===== config.mk =====
export PLATFORM = sky130hd
export DESIGN_NAME = game_io_writer_flat
export DESIGN_NICKNAME = d
export VERILOG_FILES = /design/src/rtl/game_io_writer_pkg.sv /design/src/rtl/game_io_writer_if.sv /design/src/rtl/game_io_writer_channel.sv /design/src/rtl/game_io_writer_debounce.sv /design/src/rtl/game_io_writer.sv /design/src/flat_wrapper.sv
export SDC_FILE = /design/constraint.sdc
export NUM_CORES = 1
export LEC_CHECK = 0
export CAP_MARGIN = 15
export CORE_MARGIN = 4
export CORE_UTILIZATION = 30
export CTS_CLUSTER_SIZE = 25
export DETAILED_ROUTE_END_ITERATION = 6
export GPL_TIMING_DRIVEN = 1
export PLACE_DENSITY_LB_ADDON = 0.12
export SYNTH_ARGS = -nofsm -noshare
export SYNTH_HDL_FRONTEND = slang
export SYNTH_HIERARCHICAL = 1
export SYNTH_SLANG_ARGS = --single-unit
export TNS_END_PERCENT = 30

===== constraint.sdc =====
create_clock -name clock -period 3.4 [get_ports clock]
set_clock_uncertainty 0.2 [all_clocks]
set_input_delay 0.51 -clock clock [delete_from_list [all_inputs] [get_ports clock]]
set_output_delay 0.51 -clock clock [all_outputs]
set_load 0.03 [all_outputs]

===== src/rtl/game_io_writer_pkg.sv =====
// Shared types and constants for the game I/O register writer.
package game_io_pkg;

  // Handshake channel states; see io_channel for their meaning.
  typedef enum logic [1:0] {
    IDLE,
    PEND,
    ISSUE,
    SENT
  } chan_state_t;

  // Value written into r20/r22/r24 during an event strobe.
  localparam logic [31:0] EVENT_VALUE = 32'd1;

  // Width of a down-counter that must hold the reload value of a debouncer.
  function automatic int debounce_w(input int cycles);
    return (cycles < 1) ? 1 : $clog2(cycles + 1);
  endfunction

endpackage


===== src/rtl/game_io_writer_if.sv =====
// Register-file side bus of the game I/O writer: event data, write strobes,
// frame counter, pause level, and the processor-visible r20/r22 values.
interface game_io_writer_if;
  logic [31:0] q_reg20;
  logic [31:0] q_reg22;
  logic [31:0] r20;
  logic        button_signal_reg;
  logic [31:0] r22;
  logic        screen_signal_reg;
  logic [31:0] r24;
  logic        collision_signal_reg;
  logic [31:0] r26;
  logic        pause_signal_reg;

  // Writer side: produces register data and strobes, watches r20/r22.
  modport master (
    input  q_reg20, q_reg22,
    output r20, button_signal_reg,
    output r22, screen_signal_reg,
    output r24, collision_signal_reg,
    output r26, pause_signal_reg
  );

  // Register-file side: consumes strobes/data, reports r20/r22 contents.
  modport slave (
    output q_reg20, q_reg22,
    input  r20, button_signal_reg,
    input  r22, screen_signal_reg,
    input  r24, collision_signal_reg,
    input  r26, pause_signal_reg
  );
endinterface


===== src/rtl/game_io_writer_channel.sv =====
// One consume-handshake channel: holds a single outstanding event until the
// processor has cleared its register, then issues a one-cycle write strobe.
//
//   state | meaning
//   ------+---------------------------------------------------------------
//   IDLE  | nothing outstanding; an event moves to PEND
//   PEND  | event held; waits for the register to read back as zero
//   ISSUE | strobe and data = 1 this cycle
//   SENT  | waits for the register to show the write (q != 0)
//
// Events seen outside IDLE are dropped. On the SENT exit cycle the IDLE
// decision is taken at once, so an event in that cycle is kept.
module io_channel
  import game_io_pkg::*;
(
  input  logic        clock,
  input  logic        rst_n,
  input  logic        trig,
  input  logic [31:0] q,
  output logic        strobe,
  output logic [31:0] data
);

  chan_state_t state, state_nxt;

  // State register; strobe and data are registered from the next state so
  // they line up with ISSUE.
  always_ff @(posedge clock or negedge rst_n) begin
    if (!rst_n) begin
      state  <= IDLE;
      strobe <= 1'b0;
      data   <= '0;
    end else begin
      state  <= state_nxt;
      strobe <= (state_nxt == ISSUE);
      data   <= (state_nxt == ISSUE) ? EVENT_VALUE : '0;
    end
  end

  // Next-state decision.
  always_comb begin
    state_nxt = state;
    case (state)
      IDLE:    if (trig) state_nxt = PEND;
      PEND:    if (q == '0) state_nxt = ISSUE;
      ISSUE:   state_nxt = SENT;
      SENT:    if (q != '0) state_nxt = trig ? PEND : IDLE;
      default: state_nxt = IDLE;
    endcase
  end

endmodule


===== src/rtl/game_io_writer_debounce.sv =====
// Synchronizer plus stability filter for one asynchronous input. The accepted
// level follows the synchronized input only after DEBOUNCE_CYCLES consecutive
// samples that differ from it; rise pulses for one cycle when it goes high.
module io_debounce
  import game_io_pkg::*;
#(
  parameter int DEBOUNCE_CYCLES = 250000,
  parameter int SYNC_STAGES     = 2
) (
  input  logic clock,
  input  logic rst_n,
  input  logic raw,
  output logic rise
);

  localparam int                  DEBOUNCE_W = debounce_w(DEBOUNCE_CYCLES);
  localparam logic [DEBOUNCE_W-1:0] RELOAD   = DEBOUNCE_W'(DEBOUNCE_CYCLES - 1);

  logic [SYNC_STAGES-1:0] sync;
  logic [DEBOUNCE_W-1:0]  remaining;
  logic                   level;
  logic                   sample;

  assign sample = sync[SYNC_STAGES-1];

  // Metastability chain; raw enters at bit 0 and leaves at the top bit.
  always_ff @(posedge clock or negedge rst_n) begin
    if (!rst_n) begin
      sync <= '0;
    end else begin
      sync <= (sync << 1) | SYNC_STAGES'(raw);
    end
  end

  // Down-counter restarts whenever the sample agrees with the accepted level;
  // reaching zero on a disagreeing sample means the run was long enough.
  always_ff @(posedge clock or negedge rst_n) begin
    if (!rst_n) begin
      level     <= 1'b0;
      remaining <= RELOAD;
      rise      <= 1'b0;
    end else begin
      rise <= 1'b0;
      if (sample == level) begin
        remaining <= RELOAD;
      end else if (remaining == '0) begin
        level     <= sample;
        remaining <= RELOAD;
        rise      <= sample;
      end else begin
        remaining <= remaining - 1'b1;
      end
    end
  end

endmodule


===== src/rtl/game_io_writer.sv =====
// Turns raw game inputs into write strobes and data for the processor's
// hardware-written register slots: jump button -> r20, frame tick -> r22,
// collision -> r24, frame counter -> r26, plus a paused level.
module game_io_writer
  import game_io_pkg::*;
#(
  parameter int DEBOUNCE_CYCLES = 250000,
  parameter int SYNC_STAGES     = 2
) (
  input  logic              clock,
  input  logic              ctrl_reset_n,
  input  logic              button_raw,
  input  logic              pause_raw,
  input  logic              collision_raw,
  input  logic              vsync_tick,
  game_io_writer_if.master  bus
);

  logic        button_rise;
  logic        pause_rise;
  logic        collision_rise;
  logic        collision_strobe;
  logic [31:0] collision_data;
  logic        paused;
  logic [31:0] frame_count;

  io_debounce #(
    .DEBOUNCE_CYCLES (DEBOUNCE_CYCLES),
    .SYNC_STAGES     (SYNC_STAGES)
  ) u_button_db (
    .clock (clock),
    .rst_n (ctrl_reset_n),
    .raw   (button_raw),
    .rise  (button_rise)
  );

  io_debounce #(
    .DEBOUNCE_CYCLES (DEBOUNCE_CYCLES),
    .SYNC_STAGES     (SYNC_STAGES)
  ) u_pause_db (
    .clock (clock),
    .rst_n (ctrl_reset_n),
    .raw   (pause_raw),
    .rise  (pause_rise)
  );

  // The collision level is already clean; a one-sample filter leaves just
  // the synchronizer and the edge detector.
  io_debounce #(
    .DEBOUNCE_CYCLES (1),
    .SYNC_STAGES     (SYNC_STAGES)
  ) u_collision_db (
    .clock (clock),
    .rst_n (ctrl_reset_n),
    .raw   (collision_raw),
    .rise  (collision_rise)
  );

  io_channel u_button_ch (
    .clock  (clock),
    .rst_n  (ctrl_reset_n),
    .trig   (button_rise),
    .q      (bus.q_reg20),
    .strobe (bus.button_signal_reg),
    .data   (bus.r20)
  );

  io_channel u_screen_ch (
    .clock  (clock),
    .rst_n  (ctrl_reset_n),
    .trig   (vsync_tick),
    .q      (bus.q_reg22),
    .strobe (bus.screen_signal_reg),
    .data   (bus.r22)
  );

  // Collision has no handshake: every rising edge is a one-cycle write.
  always_ff @(posedge clock or negedge ctrl_reset_n) begin
    if (!ctrl_reset_n) begin
      collision_strobe <= 1'b0;
      collision_data   <= '0;
    end else begin
      collision_strobe <= collision_rise;
      collision_data   <= collision_rise ? EVENT_VALUE : '0;
    end
  end

  // Each accepted pause press flips the paused level.
  always_ff @(posedge clock or negedge ctrl_reset_n) begin
    if (!ctrl_reset_n) begin
      paused <= 1'b0;
    end else if (pause_rise) begin
      paused <= ~paused;
    end
  end

  // Frame counter; reads paused before a same-cycle toggle lands, and
  // wraps naturally at 32 bits.
  always_ff @(posedge clock or negedge ctrl_reset_n) begin
    if (!ctrl_reset_n) begin
      frame_count <= '0;
    end else if (vsync_tick && !paused) begin
      frame_count <= frame_count + 32'd1;
    end
  end

  assign bus.collision_signal_reg = collision_strobe;
  assign bus.r24                  = collision_data;
  assign bus.r26                  = frame_count;
  assign bus.pause_signal_reg     = paused;

endmodule


===== src/flat_wrapper.sv =====
// flat-port wrapper written by rule: the top's interface ports become plain ports
module game_io_writer_flat import game_io_pkg::*;
#(
  parameter int DEBOUNCE_CYCLES = 250000,
  parameter int SYNC_STAGES     = 2
)
  (clock, ctrl_reset_n, button_raw, pause_raw, collision_raw, vsync_tick, bus_q_reg20, bus_q_reg22, bus_r20, bus_button_signal_reg, bus_r22, bus_screen_signal_reg, bus_r24, bus_collision_signal_reg, bus_r26, bus_pause_signal_reg);
  game_io_writer_if bus_i ();
  input  logic clock;
  input  logic ctrl_reset_n;
  input  logic button_raw;
  input  logic pause_raw;
  input  logic collision_raw;
  input  logic vsync_tick;
  input wire logic [$bits(bus_i.q_reg20)-1:0] bus_q_reg20;
  input wire logic [$bits(bus_i.q_reg22)-1:0] bus_q_reg22;
  output wire logic [$bits(bus_i.r20)-1:0] bus_r20;
  output wire logic [$bits(bus_i.button_signal_reg)-1:0] bus_button_signal_reg;
  output wire logic [$bits(bus_i.r22)-1:0] bus_r22;
  output wire logic [$bits(bus_i.screen_signal_reg)-1:0] bus_screen_signal_reg;
  output wire logic [$bits(bus_i.r24)-1:0] bus_r24;
  output wire logic [$bits(bus_i.collision_signal_reg)-1:0] bus_collision_signal_reg;
  output wire logic [$bits(bus_i.r26)-1:0] bus_r26;
  output wire logic [$bits(bus_i.pause_signal_reg)-1:0] bus_pause_signal_reg;
  assign bus_i.q_reg20 = bus_q_reg20;
  assign bus_i.q_reg22 = bus_q_reg22;
  assign bus_r20 = bus_i.r20;
  assign bus_button_signal_reg = bus_i.button_signal_reg;
  assign bus_r22 = bus_i.r22;
  assign bus_screen_signal_reg = bus_i.screen_signal_reg;
  assign bus_r24 = bus_i.r24;
  assign bus_collision_signal_reg = bus_i.collision_signal_reg;
  assign bus_r26 = bus_i.r26;
  assign bus_pause_signal_reg = bus_i.pause_signal_reg;
  game_io_writer #(.DEBOUNCE_CYCLES(DEBOUNCE_CYCLES), .SYNC_STAGES(SYNC_STAGES)) u_core (.clock(clock), .ctrl_reset_n(ctrl_reset_n), .button_raw(button_raw), .pause_raw(pause_raw), .collision_raw(collision_raw), .vsync_tick(vsync_tick), .bus(bus_i));
endmodule

==> results of run 1 <==
## logic make-up (layout without fill, tap and decap cells)
group           count (synthesis)  after routing  synth area share [%]
simple gates                  181            181                 22.73
mux                             4              4                 1.156
fa+ha+maj                       4              4                 1.028
other cells                     3             93                0.2312
flops                          88             88                 45.72
xor+xnor                       54             54                 9.710
buf+inv                       110            136                 16.03
compound gates                 22             22                 3.391
## power by group through the flow
stage | registers (uW) | clock network (uW) | logic [uW]
3_3_place_gp | 1200 | 0 | 564
3_5_place_dp | 1210 | 0 | 572
2_1_floorplan | 1270 | 0 | 344
4_1_cts | 1190 | 1120 | 575
6_report | 1180 | 1070 | 570
5_1_grt | 1200 | 1170 | 613
## layer usage
| metal | global-route usage, % | vias up |
|---|---|---|
| li1 | - | 1650 |
| met1 | 15.41 | 1584 |
| met2 | 19.16 | 91 |
| met3 | 3.343 | 8 |
| met4 | 3.024 | 0 |
| met5 | 0 | - |
## worst reg2reg max path, cell delays in order (launching register included)
cell     delay, ps
dfrtp_1        420
nor4_4         590
nand4_4        200
o41ai_2        730
nor2_1         120
## final cells by class
cell class	count	area [um^2]	share of cell area (%)
Clock buffer	13	260.3	4.216
Clock inverter	3	65.06	1.054
Inverter	9	33.78	0.5472
Multi-Input combinational cell	358	2201	35.65
Sequential cell	88	2227	36.08
Tap cell	216	270.3	4.378
Timing Repair Buffer	111	1116	18.08
## worst max path at each step
stage	endpoint	cells past startpoint	startpoint	slack, ps
floorplan	u_core/u_button_db/level$_DFFE_PN0P_	4	u_core/u_button_db/remaining[4]$_DFF_PN0_	1170
global placement	u_core/u_pause_db/remaining[4]$_DFF_PN0_	4	u_core/u_pause_db/remaining[8]$_DFF_PN0_	910
detailed placement	u_core/u_button_db/remaining[6]$_DFF_PN0_	4	u_core/u_button_db/remaining[4]$_DFF_PN0_	950
CTS	u_core/u_button_db/remaining[6]$_DFF_PN0_	4	u_core/u_button_db/remaining[4]$_DFF_PN0_	940
global route	u_core/u_pause_db/remaining[9]$_DFF_PN0_	4	u_core/u_pause_db/remaining[8]$_DFF_PN0_	820
finish	u_core/u_button_db/remaining[13]$_DFF_PN0_	4	u_core/u_button_db/remaining[4]$_DFF_PN0_	980
## cell usage after synthesis, types with 3 or more instances
library cell   n
and2_1         5
and3_1         5
and4_1         5
buf_4         96
clkbuf_1       4
conb_1         3
dfrtp_1       68
dfstp_2       20
ha_1           4
inv_1          9
mux2_4         3
nand2_1       29
nand3_1       26
nand3b_1       5
nand4_1       21
nor2_1        26
nor3_1         8
nor4_1        18
nor4_4         3
o21ai_0        8
o31ai_1        4
or3_1          8
xnor2_1       28
xor2_1        26
## through the flow
stage,power [uW],setup slack (ps),cell area (um^2),utilization (%)
global route,2979,816.5,6173,38.86
finish,2830,985.0,6173,38.86
detailed placement,1778,950.1,5838,36.75
floorplan,1617,1170,5209,-
CTS,2884,936.6,6173,38.86
global placement,1768,913.4,5838,36.75
## placed cells by master (no fill, tap or decap), types with 8 or more instances in the layout
cell             Yosys  final
dfrtp_1             68     68
nor3_1               8      8
inv_1                9      9
nor4_1              18     18
nand4_1             21     21
nor2_1              26     26
dfstp_2             20     20
xnor2_1             28     28
clkbuf_16            0      9
o21ai_0              8      8
or3_1                8      8
conb_1               3     93
xor2_1              26     26
clkdlybuf4s50_1      0    107
nand2_1             29     29
nand3_1             26     26
==> impl_results.md, run 1 <==
- Top Layer Used: met4
- Worst r2r dst: u_core/u_button_db/remaining[13]$_DFF_PN0_
- NetSw: 819.5 uW
- LEAKAGE: 0.002618 uW
- Top post-synthesis cells by area: dfrtp_1, buf_4, dfstp_2
- Met3 wire len: 541 um
- Placed Instances: 781
- Critical path's slowest cell: o41ai_2
- YS warnings: 6
- #FFs+latches synth: 88
- Worst setup EP type: flip-flop
- Post-synth EDFFs: 0
- Mean post-synth cell area: 10.45 um^2
- Status: complete, no violations
- Ant diodes: 0
- Met2 WL: 5264 um
- CTS tree: yes
- Vias/cell: 4.177
- Post-Route WL: 10,560 um
- RR Startpoint: u_core/u_button_db/remaining[4]$_DFF_PN0_
- Largest register FFs: 32
- Global-route wire length before repair: 17,220 um
- Hold buffer count at CTS: 1
- CP Data Arrival Time: 2410 ps
- Fin. max-slew vios: 0
- Tcrit/Tclk final: 71.03%
- Gpl congestion: 0.8227
- H-tree levels: 3
- Reg power frac: 41.9%
- Postcts setup bufs: 0
- Final setup viols: 0
- Clock-pin slew on the worst setup and hold paths: 60 ps
- Maxcap violations: 0
- Vias in the first global route: 3,234
- Post-synthesis sequential area ratio: 45.72%
- Die Area: 18,340 um^2
- Routed Antenna Nets: 0
- Non-Filler Instances: 798
- Die H: 135.4 um
- Hold endpoint: u_core/bus.r24[0]$_DFF_PN0_
- CTS Root Cell: clkbuf_16
- Reg2reg setup slack: 980 ps
- Reg2Reg Depth: 4
- Top FF cell, synth: dfrtp_1
- Worst-case hold slack: 146.4 ps
- Critical Path RT: 3390 ps
- Crit-path cells: nor4_4 -> nand4_4 -> o41ai_2 -> nor2_1
- Asr flop ratio synth: 100.0%
- Die W: 135.4 um
- Actual slew at the worst max-slew pin: 849.8 ps
- Hold path cells: 0
- Unrepaired setup endpoints after global routing: false
- Post-route setup TNS: 0 ps
- Largest net degree at the start of global routing: 62
- Mean routed wirelength per cell: 13.24 um
- Power Density: 458.4 nW/um^2
- Cell internal pwr: 2011 uW
- Port-buffer cells: 108
- Grt total ovfl: 0
- Largest area contributor in the netlist: dfrtp_1
- Critical-path maximum fanout: 10
- Clock buffer count from CTS: 9
- # DRC: 0
- Fin nets: 651
- Min-delay src: u_core/u_collision_db/rise$_DFF_PN0_
- Synthesis-to-finish area growth: 26.74%
- Initial antenna violation count: 0
- Detailed Routing Iterations Pass 1: 5
- Switching Share: 28.96%
- CP delay by family, top: simple AND/OR/NAND/NOR gates
- Worst path max stage delay: 730 ps
- Vias: 3,333
- Startpoint types: flip-flop
- Comb power frac: 20.1%
- Clk pwr share: 38.0%
- Slew HR: 42.73%
- Worst Hold Class: flip-flop to flip-flop
- Synth unique cells: 44
- Max Freq: 414.1 MHz
- Clk_lat worst skew: 340 ps
- Final Hold Vio Count: 0
- Tmin final: 2415 ps
- WS Path Type: flip-flop to flip-flop
- M1 WL: 4663 um
- Post-Syn Area: 4871 um^2
- Core ar.: 15,890 um^2
- Number of gates resized after cts: 0
- Top-area cell type share of the netlist area: 34.93%
- Layout cells sized above 1: 10.65%
- All-Layer GR Usage: 11.75%
- Initial Utilization: 30.66%
- DP Wirelength: 8143 um
- 1st-iter DRT viols: 96
- Buffer and inverter count on the worst path: 0
- Longest Clk Path Bufs: 2
- VDD IR max: 0.2501 mV
- Fill count: 1,592
- Clock tree sinks: 88
- FP Rows: 46
- Post-Syn Instances: 466
- Ports: 202
(Power assumes the default switching activity.)
==> run 2: changes to the inputs <==
- clock period: 3.4 -> 2.05 ns (I/O delays scaled with it)
==> impl_results.md, run 2 (synthesized netlist as in run 1, its figures left out) <==
- Status: complete, but fails checks
- Failing checks: setup timing
- Power Density: 735.6 nW/um^2 (+60%)
- Maxcap violations: 0 (unchanged)
- Clock buffer count from CTS: 9 (unchanged)
- Fin. max-slew vios: 0 (unchanged)
- Critical-path maximum fanout: 3 (-7)
- LEAKAGE: 0.002896 uW (+11%)
- All-Layer GR Usage: 11.57% (-0.18 points)
- Ant diodes: 0 (unchanged)
- VDD IR max: 0.4409 mV (+76%)
- Die H: 135.4 um (unchanged)
- Unrepaired setup endpoints after global routing: true
- CP Data Arrival Time: 2110 ps (-300 ps)
- Synthesis-to-finish area growth: 34.88%
- Crit-path cells: or3_4 -> or2_4 -> or4_4 -> mux2_4
- Grt total ovfl: 0 (unchanged)
- Overall power: 4833 uW (+71%)
- Final Hold Vio Count: 0 (unchanged)
- Largest net degree at the start of global routing: 38 (-39%)
- Design area: 6570 um^2 (+6.4%)
- DP Wirelength: 8409 um (+3.3%)
- Max Freq: 479.7 MHz (+16%)
- NetSw: 1382 uW (+69%)
- Core ar.: 15,890 um^2 (unchanged)
- Die Area: 18,340 um^2 (unchanged)
- Gpl congestion: 0.7361 (-11%)
- Post-route setup TNS: -34.85 ps (-34.85 ps)
- Fin nets: 691 (+6.1%)
- Global-route wire length before repair: 17,240 um (+0.16%)
- Initial Utilization: 30.66% (unchanged)
- Placed Area: 6126 um^2 (+4.9%)
- Reg2Reg Depth: 4 (unchanged)
- Critical Path RT: 2070 ps (-1320 ps)
- Port-buffer cells: 108 (unchanged)
- Vias in the first global route: 3,408 (+5.4%)
- Hold path cells: 0 (unchanged)
- WS Path Type: flip-flop to flip-flop
- Core Util, Final: 41.36% (+2.5 points)
- Vias: 3,507 (+5.2%)
- Critical path's slowest cell: or4_4
- Comb power frac: 20.3% (+0.2 points)
- Final WS setup: -34.85 ps (-1020 ps)
- FP Rows: 46 (unchanged)
- Largest register FFs: 32 (unchanged)
- Cell internal pwr: 3451 uW (+72%)
- Reg power frac: 40.7% (-1.2 points)
- Tcrit/Tclk final: 101.7% (+31 points)
- Clk pwr share: 39.0% (+1.0 points)
- Layout cells sized above 1: 16.72% (+6.1 points)
- 1st-iter DRT viols: 151 (+57%)
- Most common cell after layout, fill and taps aside: clkdlybuf4s50_1
- Non-Filler Instances: 838 (+5.0%)
- Clk_lat worst skew: 340 ps (about the same)
- Final setup viols: 1 (+1)
- Initial antenna violation count: 0 (unchanged)
- CP startpoint: u_core/u_button_db/remaining[14]$_DFF_PN1_
- Routed Antenna Nets: 0 (unchanged)
- H-tree levels: 3 (unchanged)
- Tmin final: 2085 ps (-330.2 ps)
- Switching Share: 28.59% (-0.37 points)
- Die W: 135.4 um (unchanged)
- Placed Instances: 817 (+4.6%)
- # DRC: 0 (unchanged)
- RR Startpoint: u_core/u_button_db/remaining[14]$_DFF_PN1_
- Post-Route WL: 10,880 um (+3.0%)
- Clock-pin slew on the worst setup and hold paths: 60 ps (about the same)
- Mean routed wirelength per cell: 12.98 um (-2.0%)
- Detailed Routing Iterations Pass 1: 4 (-1)
- CTS tree: yes
- Clock tree sinks: 88 (unchanged)
- Longest Clk Path Bufs: 2 (unchanged)
- Worst Hold Class: flip-flop to flip-flop
- Worst path max stage delay: 490 ps (-240 ps)
- Min-delay src: u_core/u_collision_db/rise$_DFF_PN0_
- Ports: 202 (unchanged)
- Worst setup EP type: flip-flop
- Commonest cells after routing, fill and taps aside: clkdlybuf4s50_1, conb_1, dfrtp_1, buf_4, nand2_1
- Vias/cell: 4.185 (+0.20%)
- CTS Root Cell: clkbuf_16
- Startpoint types: flip-flop
-- run 2: worst max-delay path: cells and delay by family, from the launching register on --
kind | cells | cell delay [ps]
DFF | 1 | 370
and+or+nand+nor | 3 | 1100
muxes | 1 | 300
-- run 2: per-stage QoR --
stage               setup slack, ps  hold slack [ps]
floorplan                    -51.79           -188.1
global placement             -44.95            73.65
detailed placement           -51.37            73.30
CTS                          -22.93            148.9
global route                 -73.26            160.5
finish                       -34.85            147.4
-- run 2: final cells by class --
type | instances | area [um^2]
inverter | 9 | 33.78
multi-input combinational | 359 | 2256
clock inverter | 5 | 103.9
sequential | 88 | 2227
tap | 216 | 270.3
fill | 1545 | 9315
timing repair buffer | 150 | 1436
clock buffer | 11 | 242.7
-- run 2: what timing repair did --
action	4_1_cts	5_1_grt
hold endpoints to repair	25	0
setup endpoints to repair	3	29
hold buffers	1	0
gates cloned	0	1
resized for setup	4	8
pin swaps	6	4
buffers inserted	3	0
-- run 2: power groups by stage --
stage,Sequential [uW],Combinational [uW],Clock [uW]
6_report,1970,979,1890
5_1_grt,1990,1050,2040
3_3_place_gp,2000,975,0
3_5_place_dp,2000,987,0
2_1_floorplan,2110,571,0
4_1_cts,1970,984,1960
-- run 2: worst paths after layout --
check	to	slack [ps]
max reg2reg	u_core/u_button_db/level$_DFFE_PN0P_	-30
max in group asynchronous	u_core/u_button_db/remaining[7]$_DFF_PN1_	740
max	u_core/u_button_db/level$_DFFE_PN0P_	-30
min in group asynchronous	u_core/bus.r26[28]$_DFFE_PN0P_	240
min reg2reg	u_core/bus.r24[0]$_DFF_PN0_	150
min	u_core/bus.r24[0]$_DFF_PN0_	150
-- run 2: routing by layer --
layer | track usage, % | vias to the layer above | part of all wire (%)
met3 | 3.529 | 8 | 5.4
met1 | 14.47 | 1691 | 43
met4 | 2.352 | 0 | 0.70
met5 | 0 | - | 0
met2 | 19.83 | 81 | 51
li1 | - | 1727 | -
==> run 3: changes to the inputs <==
- GPL_ROUTABILITY_DRIVEN: not set -> 0
==> results of run 3 <==
The final DEF is identical to that of run 2; final timing and power are the same.
